===== src/rtl/bcd_pkg.sv =====
// Shared definitions for the sequential binary-to-BCD converter:
// FSM state encoding, the add-3 correction threshold and the
// active-low seven-segment lookup ({g,f,e,d,c,b,a}).
package bcd_pkg;

    typedef logic [1:0] state_t;

    localparam state_t ST_IDLE = 2'd0;
    localparam state_t ST_CONV = 2'd1;
    localparam state_t ST_DONE = 2'd2;

    // Digits at or above this value get +3 before each shift (double dabble).
    localparam logic [3:0] ADD3_THRESH = 4'd5;

    // Active-low segment patterns, index = digit value.
    localparam logic [9:0][6:0] SEG_LUT = {
        7'b0010000,  // 9
        7'b0000000,  // 8
        7'b1111000,  // 7
        7'b0000010,  // 6
        7'b0010010,  // 5
        7'b0011001,  // 4
        7'b0110000,  // 3
        7'b0100100,  // 2
        7'b1111001,  // 1
        7'b1000000   // 0
    };

    // Non-decimal codes never occur, but blank them rather than index out of range.
    function automatic logic [6:0] seg_decode(input logic [3:0] digit);
        if (digit <= 4'd9) begin
            return SEG_LUT[digit];
        end
        return 7'b1111111;
    endfunction

endpackage


===== src/rtl/bcd_add3.sv =====
// Per-digit double-dabble correction: add 3 when the digit is 5 or more,
// so the following left shift carries correctly into the next decade.
module bcd_add3
    import bcd_pkg::*;
(
    input  logic [3:0] din,
    output logic [3:0] dout
);

    // Conditional +3 correction.
    always_comb begin
        dout = din;
        if (din >= ADD3_THRESH) begin
            dout = din + 4'd3;
        end
    end

endmodule


===== src/rtl/bin_to_bcd_seq.sv =====
// Sequential (one bit per cycle) binary-to-BCD converter.
// Optional seven-segment output stage enabled by defining BCD_SEVSEG_EN.
// Timeline: accept edge, then IN_W shift cycles plus one load cycle in CONV,
// then one DONE cycle with done high; done appears IN_W+1 edges after accept.
module bin_to_bcd_seq
    import bcd_pkg::*;
#(
    parameter int unsigned IN_W   = 9,
    parameter int unsigned DIGITS = 3
) (
    input  logic                  clk,
    input  logic                  reset,
    input  logic                  start,
    input  logic [IN_W-1:0]       bin,
    output logic [4*DIGITS-1:0]   bcd,
    output logic                  busy,
    output logic                  done
`ifdef BCD_SEVSEG_EN
    ,
    output logic [7*DIGITS-1:0]   seg
`endif
);

    localparam int unsigned CNT_W = $clog2(IN_W + 1);
    localparam logic [CNT_W-1:0] CNT_LAST = CNT_W'(IN_W);

    state_t                state;
    logic [IN_W-1:0]       shreg;
    logic [4*DIGITS-1:0]   scratch;
    logic [4*DIGITS-1:0]   corr;
    logic [CNT_W-1:0]      cnt;
    logic                  load_result;

    for (genvar i = 0; i < DIGITS; i++) begin : g_add3
        bcd_add3 u_add3 (
            .din  (scratch[4*i +: 4]),
            .dout (corr[4*i +: 4])
        );
    end

    // All shift steps done; the scratch now holds the final result.
    assign load_result = (state == ST_CONV) && (cnt == CNT_LAST);

    // FSM, shift register, scratch digits and result register.
    always_ff @(posedge clk) begin
        if (!reset) begin
            state   <= ST_IDLE;
            shreg   <= '0;
            scratch <= '0;
            cnt     <= '0;
            bcd     <= '0;
        end else begin
            case (state)
                ST_IDLE: begin
                    if (start) begin
                        shreg   <= bin;
                        scratch <= '0;
                        cnt     <= '0;
                        state   <= ST_CONV;
                    end
                end
                ST_CONV: begin
                    if (load_result) begin
                        bcd   <= scratch;
                        state <= ST_DONE;
                    end else begin
                        scratch <= {corr[4*DIGITS-2:0], shreg[IN_W-1]};
                        shreg   <= {shreg[IN_W-2:0], 1'b0};
                        cnt     <= cnt + 1'b1;
                    end
                end
                ST_DONE: state <= ST_IDLE;
                default: state <= ST_IDLE;
            endcase
        end
    end

    assign busy = (state != ST_IDLE);
    assign done = (state == ST_DONE);

`ifdef BCD_SEVSEG_EN
    logic [7*DIGITS-1:0] seg_next;

    // Decode the final scratch so seg changes on the same edge as bcd.
    always_comb begin
        seg_next = '1;
        for (int i = 0; i < DIGITS; i++) begin
            seg_next[7*i +: 7] = seg_decode(scratch[4*i +: 4]);
        end
    end

    // Registered segment outputs, blank after reset.
    always_ff @(posedge clk) begin
        if (!reset) begin
            seg <= '1;
        end else if (load_result) begin
            seg <= seg_next;
        end
    end
`endif

endmodule

===== config.mk =====
export PLATFORM = sky130hd
export DESIGN_NAME = bin_to_bcd_seq
export DESIGN_NICKNAME = d
export VERILOG_FILES = /design/src/rtl/bcd_pkg.sv /design/src/rtl/bcd_add3.sv /design/src/rtl/bin_to_bcd_seq.sv
export SDC_FILE = /design/constraint.sdc
export NUM_CORES = 1
export LEC_CHECK = 0
export ABC_AREA = 1
export CORE_MARGIN = 1
export CORE_UTILIZATION = 25
export DETAILED_ROUTE_END_ITERATION = 10
export PLACE_DENSITY = 0.47
export SLEW_MARGIN = 10
export SYNTH_ARGS = -nofsm -noshare
export SYNTH_HDL_FRONTEND = slang
export SYNTH_SLANG_ARGS = --single-unit

===== constraint.sdc =====
create_clock -name clk -period 1.6 [get_ports clk]
set_clock_uncertainty 0.1 [all_clocks]
set_input_delay 0.24 -clock clk [delete_from_list [all_inputs] [get_ports clk]]
set_output_delay 0.24 -clock clk [all_outputs]
set_load 0.02 [all_outputs]

==> results of run 1 <==
[stage by stage]
stage          utilization, %  area (um2)
6_report                32.74        2375
5_1_grt                 32.74        2375
4_1_cts                 32.38        2349
3_5_place_dp            31.31        2271
3_3_place_gp            31.31        2271
2_1_floorplan               -        1882
[routing by layer]
layer	share of wire [%]	routed length [um]	GRT usage (%)	vias up
li1	-	-	-	907
met1	50	2067	14.96	750
met2	46	1914	17.48	16
met3	2.3	93	2.799	5
met4	1.4	57	4.399	0
met5	0	0	0	-
[cells in the final DEF, fill, tap and decap left out, drive strengths merged, types with 5 or more instances in the layout]
cell type,Yosys,layout
o21ai,23,23
nand2,72,72
dlygate4sd2,0,9
dlymetal6s2s,0,5
ha,8,8
inv,26,26
clkbuf,2,5
nand3,15,15
nand4,6,6
dfxtp,39,39
a21oi,28,28
clkdlybuf4s50,0,11
buf,7,9
nor2,29,29
[flip-flops by register name (all words and copies together), names as in the netlist]
register,cells
scratch,12
state,2
cnt,4
shreg,9
bcd,12
[critical path, cell delays in order, from the launching register on]
cell and delay [ps]:
dfxtp_1 330, inv_1 70, ha_1 180, nand3_4 130
nand2_4 110, nand2_4 100, buf_4 180, o21ai_0 150
nor2_1 50
[cell families after synthesis]
family	after synthesis	share of synthesized area (%)
flops	39	41.49
buf+inv	36	9.108
compound gates	52	13.90
simple gates	125	30.19
fa+ha+maj	8	5.319
[area by class of cell]
cell class / instances / area (um2) / area share [%]
clock buffers: 5 / 68.82 / 2.898
multi-input cells: 185 / 937.1 / 39.46
clock inverters: 3 / 20.02 / 0.8430
repair buffers: 34 / 331.6 / 13.96
well taps: 99 / 123.9 / 5.216
flip-flops and latches: 39 / 782.0 / 32.93
inverters: 27 / 111.4 / 4.689
[where the power goes]
| group | total (uW) | internal, uW | switching [uW] |
|---|---|---|---|
| registers | 1020 | 1000 | 15.3 |
| clock network | 663 | 303 | 360 |
| logic | 225 | 88.4 | 136 |
[worst paths after layout]
check,from,end,slack (ps),cells after the start
hold / removal,shreg[0],shreg[0],370,2
setup / recovery,cnt[1],shreg[5],110,8
hold reg to reg,shreg[0],shreg[0],370,2
setup reg to reg,cnt[1],shreg[5],110,8
==> metrics.md, run 1 <==
| Metric | Value |
|---|---|
| Die ar. | 7878 um2 |
| Final period utilization | approximately 93% |
| Final setup viols | 0 |
| Post-Syn Nets | 280 |
| Worst setup SP type | flop |
| Final worst setup slack | 105.2 ps |
| ANT cells | 0 |
| Static Leak | 0.001115 uW |
| Total CTS buffers | 5 |
| Max Transition Viols Final | 0 |
| Top cell type's share of synthesized area | between 40% and 50% |
| Pwr/cell area | approximately 800 nW/um2 |
| Average size of a mapped cell | a little over 7 um2 |
| Most common cell in the synthesized netlist | nand2_1 |
| Layout cells sized above 1 | approximately a tenth |
| CTS tree | done |
| Clock Pin Slew Worst Setup and Hold Paths | roughly 80 ps |
| WS Path Type | reg -> reg |
| Avg Vias per Cell | around 4.3 |
| Final min period | around 1500 ps |
| Crit path capture type | flop |
| First-pass GRT wire length | a little under 7000 um |
| CP max FO | 8 |
| DR DRC count | 0 |
| Nets | 312 |
| Largest area contributor in the netlist | dfxtp_1 |
| Post-synth ARST share | 0% |
| Worst Hold Margin | 367.0 ps |
| Synth-to-layout area growth | 26.20% |
| Outcome | finished clean |
| Clock sink count | 39 |
| Post-DRT Antenna Nets | 0 |
| Vias after detailed routing | around 1700 |
| Setup bufs post-CTS | 0 |
| Max cap viols | 0 |
| Initial antenna violation count | 0 |
| Hold Buf Count CTS | 0 |
| Hold Vio Cnt, Final | 0 |
| Worst vdd ir | 0.3064 mV |
| Clock root cell | clkbuf_8 |
| Ys flop type | dfxtp_1 |
| Placer Congestion | around 0.80 |
| Largest net degree at the start of global routing | 25 |
| DP HPWL | approximately 2900 um |
| Number of distinct library cells after synthesis | 25 |
| Max Freq | between 600 and 700 MHz |
| Post-Syn Instances | between 200 and 300 |
| Sequential area share after synthesis | about two fifths |
| I/O Buffers | 25 |
| Placed cells | between 300 and 400 |
| Top Ports | 26 |
| Gr ovfl total | 0 |
| Fillers | between 700 and 800 |
| Worst Tran Pin Value | about 280 ps |
| GRT Total Usage | between 10% and 20% |
| Hold Crit Class | reg -> reg |
| Post-Syn Area | ~1900 um2 |
| Initial Util | 25.94% |
| Post-DR wirelength/cell | approximately 11 um |
| Vias in the first global route | approximately 1500 |
| Total Wirelength | between 4000 and 5000 um |
| Post-synthesis register bit count | 39 |
| Cts repair resizes | 9 |
| Setup_tns | 0 ps |
| Slew headroom | between 80% and 90% |
| DIE WIDTH | roughly 89 um |
| Setup Slack @ Placement | 62.86 ps |
| Fin cells | roughly 390 |
| Iter 0 DRT Violations | 61 |
| Clock Latency Late Sink | slightly below 300 ps |
| Core Region | 7253 um2 |
| 1st-pass router iterations | 4 |
| Top cells by count, synth | nand2_1 (70), dfxtp_1 (39), a21oi_1 (28), nor2_1 (27), inv_1 (21) |
| Clock Path Buffers | 2 |
| Chip height | just under 90 um |
| Top post-synthesis cells by area | dfxtp_1 (41%), nand2_1 (14%), a21oi_1 (7.4%) |
| EDFF count, synth | 0 |
| Total power after layout | around 1900 uW |
| Ys Warns | 0 |
| Critical path arrival | 1580 ps |
| CTS H-tree depth | 2 |
| Cell Rows | 31 |
| Worst EP required | about 1700 ps |
(Power assumes the default switching activity.)
==> inputs of run 2 (changes only) <==
- CORE_UTILIZATION: 25 -> 35
- PLACE_DENSITY: 0.47 -> 0.59
==> metrics.md, run 2 (synthesis results as in run 1) <==
| Metric | Value |
|---|---|
| Outcome | finished clean (unchanged) |
| Placer Congestion | 0.7581 (was 0.7988) |
| Worst Tran Pin Value | 297.5 ps (was 275.5 ps) |
| Top Ports | 26 (unchanged) |
| ANT cells | 0 (unchanged) |
| Max Transition Viols Final | 0 (unchanged) |
| Core Region | 5140 um2 (was 7253 um2) |
| CTS tree | done (unchanged) |
| Iter 0 DRT Violations | 52 (was 61) |
| Placed cells | 355 (was 384) |
| Reg2Reg Depth | 8 (unchanged) |
| Final setup viols | 0 (unchanged) |
| CP max FO | 2 (was 8) |
| CP cell instances | clkdlybuf4s50_1 (was inv_1, ha_1, nand3_4, nand2_4, nand2_4, buf_4, o21ai_0, nor2_1) |
| Critical R2R Capture | shreg[5] (unchanged) |
| Slew headroom | 80.17% (was 81.49%) |
| Clock Pin Slew Worst Setup and Hold Paths | 80 ps (about the same) |
| Switching power | 495.7 uW (was 511.3 uW) |
| Clock Latency Late Sink | 290 ps (about the same) |
| Cell Rows | 26 (was 31) |
| Vias in the first global route | 1471 (was 1466) |
| Initial Util | 36.61% (was 25.94%) |
| Layout cells sized above 1 | 9.898% (unchanged) |
| First-pass GRT wire length | 6479 um (was 6782 um) |
| Final min period | 1568 ps (was 1495 ps) |
| Total CTS buffers | 5 (unchanged) |
| Worst setup SP type | flop (unchanged) |
| DIE WIDTH | 75.33 um (was 88.76 um) |
| WS Path Type | reg -> out (was reg -> reg) |
| Avg Vias per Cell | 4.601 (was 4.281) |
| Clock share of power | 37.4% (was 34.8%) |
| Most frequent cells in the layout | nand2_1 (70), dfxtp_1 (38), a21oi_1 (28) (unchanged) |
| Origin of the worst setup path | bcd[3] (was cnt[1]) |
| Worst R2R Start | cnt[1] (unchanged) |
| Sw frac | 25.01% (was 26.86%) |
| Critical path arrival | 1230 ps (was 1580 ps) |
| Setup Slack @ Placement | 64.75 ps (was 62.86 ps) |
| WP buf/inv | 1 (was 2) |
| I/O Buffers | 25 (unchanged) |
| Comb pwr share | 11.3% (was 11.8%) |
| Die ar. | 5674 um2 (was 7878 um2) |
| Initial antenna violation count | 0 (unchanged) |
| Fillers | 569 (was 791) |
| Total power after layout | 1982 uW (was 1904 uW) |
| Chip height | 75.33 um (was 88.76 um) |
| Critical path's top delay family | buffers and inverters (was simple AND/OR/NAND/NOR gates) |
| Worst vdd ir | 0.4938 mV (was 0.3064 mV) |
| DR DRC count | 0 (unchanged) |
| Synth-to-layout area growth | 25.47% (was 26.20%) |
| Gr ovfl total | 0 (unchanged) |
| Crit-path max cell delay | 600 ps (was 330 ps) |
| GRT Total Usage | 15.19% (was 11.25%) |
| Clock sink count | 39 (unchanged) |
| Crit path capture type | output port (was flop) |
| Critical path endpoint | bcd[3] (was shreg[5]) |
| Sequential share of power | 51.3% (was 53.4%) |
| 1st-pass router iterations | 4 (unchanged) |
| Slowest-stage cell, CP | clkdlybuf4s50_1 (was dfxtp_1) |
| Hold Vio Cnt, Final | 0 (unchanged) |
| Post-DRT Antenna Nets | 0 (unchanged) |
| Clock Path Buffers | 2 (unchanged) |
| Fin cells | 363 (was 392) |
| Post-DR wirelength/cell | 10.69 um (was 10.54 um) |
| Largest net degree at the start of global routing | 25 (unchanged) |
| Biggest regs | bcd: 12 flops, scratch: 12 flops, shreg: 9 flops (unchanged) |
| Vias after detailed routing | 1670 (was 1678) |
| Hold Crit Class | reg -> reg (unchanged) |
| Internal power consumption | 1486 uW (was 1392 uW) |
| CTS H-tree depth | 2 (unchanged) |
| Final period utilization | 98.01% (was 93.42%) |
| Static Leak | 0.001181 uW (was 0.001115 uW) |
| Final worst setup slack | 31.87 ps (was 105.2 ps) |
| Max Freq | 637.7 MHz (was 669.0 MHz) |
| Number of cells on the critical path | 1 (was 8) |
| Most common cell after layout, fill and taps aside | nand2_1 (unchanged) |
| Flop2flop setup slack | 90 ps (was 110 ps) |
| Nets | 312 (unchanged) |
| Max cap viols | 0 (unchanged) |
| DP HPWL | 2737 um (was 2896 um) |
| Clock root cell | clkbuf_8 (unchanged) |
| Worst EP required | 1260 ps (was 1690 ps) |
| Total Wirelength | 3880 um (was 4131 um) |
| Pwr/cell area | 839.3 nW/um2 (was 801.6 nW/um2) |
[run 2: worst register-to-register path, cell delays in order (launching register included)]
cell and delay [ps]:
dfxtp_1 330, inv_1 80, ha_2 200, nand3_4 120, nand2_4 110, nand2_4 100, buf_4 180, o21ai_0 130
nor2_1 50
[run 2: power by group through the flow]
stage | logic, uW | clock network [uW] | registers, uW
floorplan | 153 | 0 | 1040
global placement | 222 | 0 | 1040
detailed placement | 222 | 0 | 1040
CTS | 223 | 762 | 1020
global route | 256 | 792 | 1020
finish | 224 | 741 | 1020
[run 2: layer usage]
metal / GRT usage, % / vias up / wire [um]
li1: - / 904 / -
met1: 19.41 / 739 / 1845
met2: 24.21 / 20 / 1825
met3: 3.571 / 7 / 132
met4: 7.407 / 0 / 77
met5: 0 / - / 0
[run 2: area by class of cell]
cell class | instances | area (um2) | area share, %
repair buffers | 34 | 340.3 | 14.41
flip-flops and latches | 39 | 782.0 | 33.12
multi-input cells | 185 | 939.7 | 39.80
clock buffers | 8 | 100.1 | 4.240
well taps | 70 | 87.58 | 3.710
inverters | 27 | 111.4 | 4.716
[run 2: how the worst min path moves through the flow]
stage                     from          to  slack [ps]  cells after the start
finish                shreg[0]    shreg[0]         370                      2
global route        scratch[7]  scratch[7]         400                      2
CTS                   shreg[0]    shreg[0]         370                      2
detailed placement    shreg[0]    shreg[0]         360                      2
global placement      shreg[0]    shreg[0]         360                      2
floorplan                reset      bcd[6]         280                      2
[run 2: what timing repair did]
item,in CTS,in global routing
buffers inserted,0,0
pin swaps,0,0
hold buffers,0,0
resized for setup,3,18
endpoints found under the setup margin,3,25
[run 2: metrics by stage]
step                      area [um2]  TNS, ps  hold WS (ps)  util [%]
final                           2361        0         365.6     45.93
after global routing            2361  -0.6682         396.3     45.93
after CTS                       2322        0         368.9     45.18
after detailed placement        2222        0         357.9     43.23
after global placement          2222        0         355.1     43.23
after floorplan                 1882        0         278.4         -
==> inputs of run 3 (changes only) <==
- PLACE_DENSITY: 0.59 -> 0.58
- SYNTH_HIERARCHICAL: unset -> 1
==> metrics.md, run 3 <==
| Metric | Value |
|---|---|
| Placer Congestion | 0.8240 (was 0.7581) |
| Most common cell after layout, fill and taps aside | nor2_1 (was nand2_1) |
| DIE WIDTH | 81.10 um (was 75.33 um) |
| Fillers | 644 (was 569) |
| CP max FO | 2 (unchanged) |
| Worst setup SP type | flop (unchanged) |
| I/O Buffers | 25 (unchanged) |
| Total Wirelength | 4800 um (was 3880 um) |
| Die ar. | 6576 um2 (was 5674 um2) |
| Worst EP required | 1260 ps (about the same) |
| Average size of a mapped cell | 7.226 um2 (was 7.238 um2) |
| Clock Path Buffers | 2 (unchanged) |
| Critical path's top delay family | buffers and inverters (unchanged) |
| Crit path capture type | output port (unchanged) |
| Biggest regs | bcd: 12 flops, scratch: 12 flops, shreg: 9 flops (unchanged) |
| Hold Vio Cnt, Final | 0 (unchanged) |
| Most frequent cells in the layout | nor2_1 (64), nand2_1 (48), dfxtp_1 (33) (was nand2_1 (70), dfxtp_1 (38), a21oi_1 (28)) |
| DR DRC count | 0 (unchanged) |
| Setup Slack @ Placement | 89.80 ps (was 64.75 ps) |
| Post-Syn Nets | 323 (was 280) |
| Slowest-stage cell, CP | clkdlybuf4s50_1 (unchanged) |
| Clock root cell | clkbuf_8 (unchanged) |
| Post-DRT Antenna Nets | 0 (unchanged) |
| Chip height | 81.10 um (was 75.33 um) |
| Core Region | 5991 um2 (was 5140 um2) |
| Static Leak | 0.001367 uW (was 0.001181 uW) |
| Largest net degree at the start of global routing | 19 (was 25) |
| Ys Warns | 6 (was 0) |
| Pwr/cell area | 860.9 nW/um2 (was 839.3 nW/um2) |
| Total CTS buffers | 5 (unchanged) |
| Area of placed instances | 2567 um2 (was 2222 um2) |
| Max cap viols | 0 (unchanged) |
| Clock Latency Late Sink | 290 ps (about the same) |
| Clock sink count | 39 (unchanged) |
| Vias after detailed routing | 1969 (was 1670) |
| Synth-to-layout area growth | 23.43% (was 25.47%) |
| Initial antenna violation count | 0 (unchanged) |
| Final min period | 1561 ps (was 1568 ps) |
| Iter 0 DRT Violations | 64 (was 52) |
| GRT Total Usage | 15.68% (was 15.19%) |
| Worst Tran Pin Value | 272.7 ps (was 297.5 ps) |
| Worst vdd ir | 0.5462 mV (was 0.4938 mV) |
| Vias in the first global route | 1774 (was 1471) |
| CTS H-tree depth | 2 (unchanged) |
| Slew headroom | 81.71% (was 80.17%) |
| Critical path arrival | 1220 ps (was 1230 ps) |
| Crit-path max cell delay | 600 ps (about the same) |
| Layout cells sized above 1 | 17.06% (was 9.898%) |
| Hold Crit Class | reg -> reg (unchanged) |
| Max Transition Viols Final | 0 (unchanged) |
| ANT cells | 0 (unchanged) |
| CTS tree | done (unchanged) |
| CP cell instances | clkdlybuf4s50_1 (unchanged) |
| Post-DR wirelength/cell | 11.57 um (was 10.69 um) |
| 1st-pass router iterations | 4 (unchanged) |
| Outcome | finished clean (unchanged) |
| Clock Pin Slew Worst Setup and Hold Paths | 80 ps (about the same) |
| Final period utilization | 97.56% (was 98.01%) |
| Final setup viols | 0 (unchanged) |
| Avg Vias per Cell | 4.745 (was 4.601) |
| Initial Util | 36.55% (was 36.61%) |
| Setup_tns | 0 ps (unchanged) |
| Max Freq | 640.6 MHz (was 637.7 MHz) |
| First-pass GRT wire length | 7955 um (was 6479 um) |
| Post-route cell area | 2703 um2 (was 2361 um2) |
| Gr ovfl total | 0 (unchanged) |
| WS Path Type | reg -> out (unchanged) |
| DP HPWL | 3416 um (was 2737 um) |
| Nets | 360 (was 312) |
| Final worst setup slack | 39.08 ps (was 31.87 ps) |
| Post-Syn Area | 2190 um2 (was 1882 um2) |
| RSZ-0062 raised after global routing | true |
| Post-Syn Instances | 303 (was 260) |
| Worst Hold Margin | 392.9 ps (was 365.6 ps) |
| Cell Rows | 28 (was 26) |
| WP buf/inv | 1 (unchanged) |
| Top Ports | 26 (unchanged) |
[run 3: worst reg2reg max path: stages (launching register included)]
cell and delay (ps):
dfxtp_2 370, inv_1 70, ha_1 230, nor2_4 160
nor2_4 70, a21oi_2 130, nand4_1 120, a21oi_1 150
[run 3: final cells by class]
type	count	area, um2	area share [%]
Inverter	32	127.6	4.722
Clock buffer	6	72.57	2.685
Clock inverter	1	30.03	1.111
Sequential cell	39	788.3	29.17
Tap cell	75	93.84	3.472
Timing Repair Buffer	44	425.4	15.74
Multi-Input combinational cell	218	1165	43.10
[run 3: metal layers]
layer | global-route usage (%) | part of all wire (%) | vias up
met1 | 21.00 | 50 | 895
met2 | 25.71 | 46 | 22
li1 | - | - | 1047
met4 | 4.286 | 1.3 | 0
met3 | 2.809 | 2.5 | 5
met5 | 0 | 0 | -
[run 3: path summary, 6_finish.rpt]
path / startpoint / endpoint / slack, ps / depth (start not counted)
worst max-delay path: bcd[1] / bcd[1] / 40 / 1
worst min register to register: bcd[0] / bcd[0] / 390 / 2
worst max register to register: scratch[4] / scratch[8] / 130 / 7
worst min-delay path: bcd[0] / bcd[0] / 390 / 2
[run 3: power by group]
part | switching [uW] | leakage, uW | internal [uW]
clock | 340 | 0.0000513 | 457
sequential | 42.1 | 0.000321 | 1030
combinational | 264 | 0.000995 | 194
[run 3: what timing repair did]
action,CTS,global route
setup buffers,0,0
hold buffers,0,0
setup endpoints to repair,3,26
gates resized for setup,4,17
[run 3: per-stage QoR]
| step | cells | total power [uW] | utilization [%] |
|---|---|---|---|
| after global placement | 408 | 1543 | 42.86 |
| after detailed placement | 408 | 1549 | 42.86 |
| after global routing | 415 | 2461 | 45.11 |
| final | 415 | 2327 | 45.11 |
| after CTS | 415 | 2347 | 44.53 |
| after floorplan | 303 | 1430 | - |
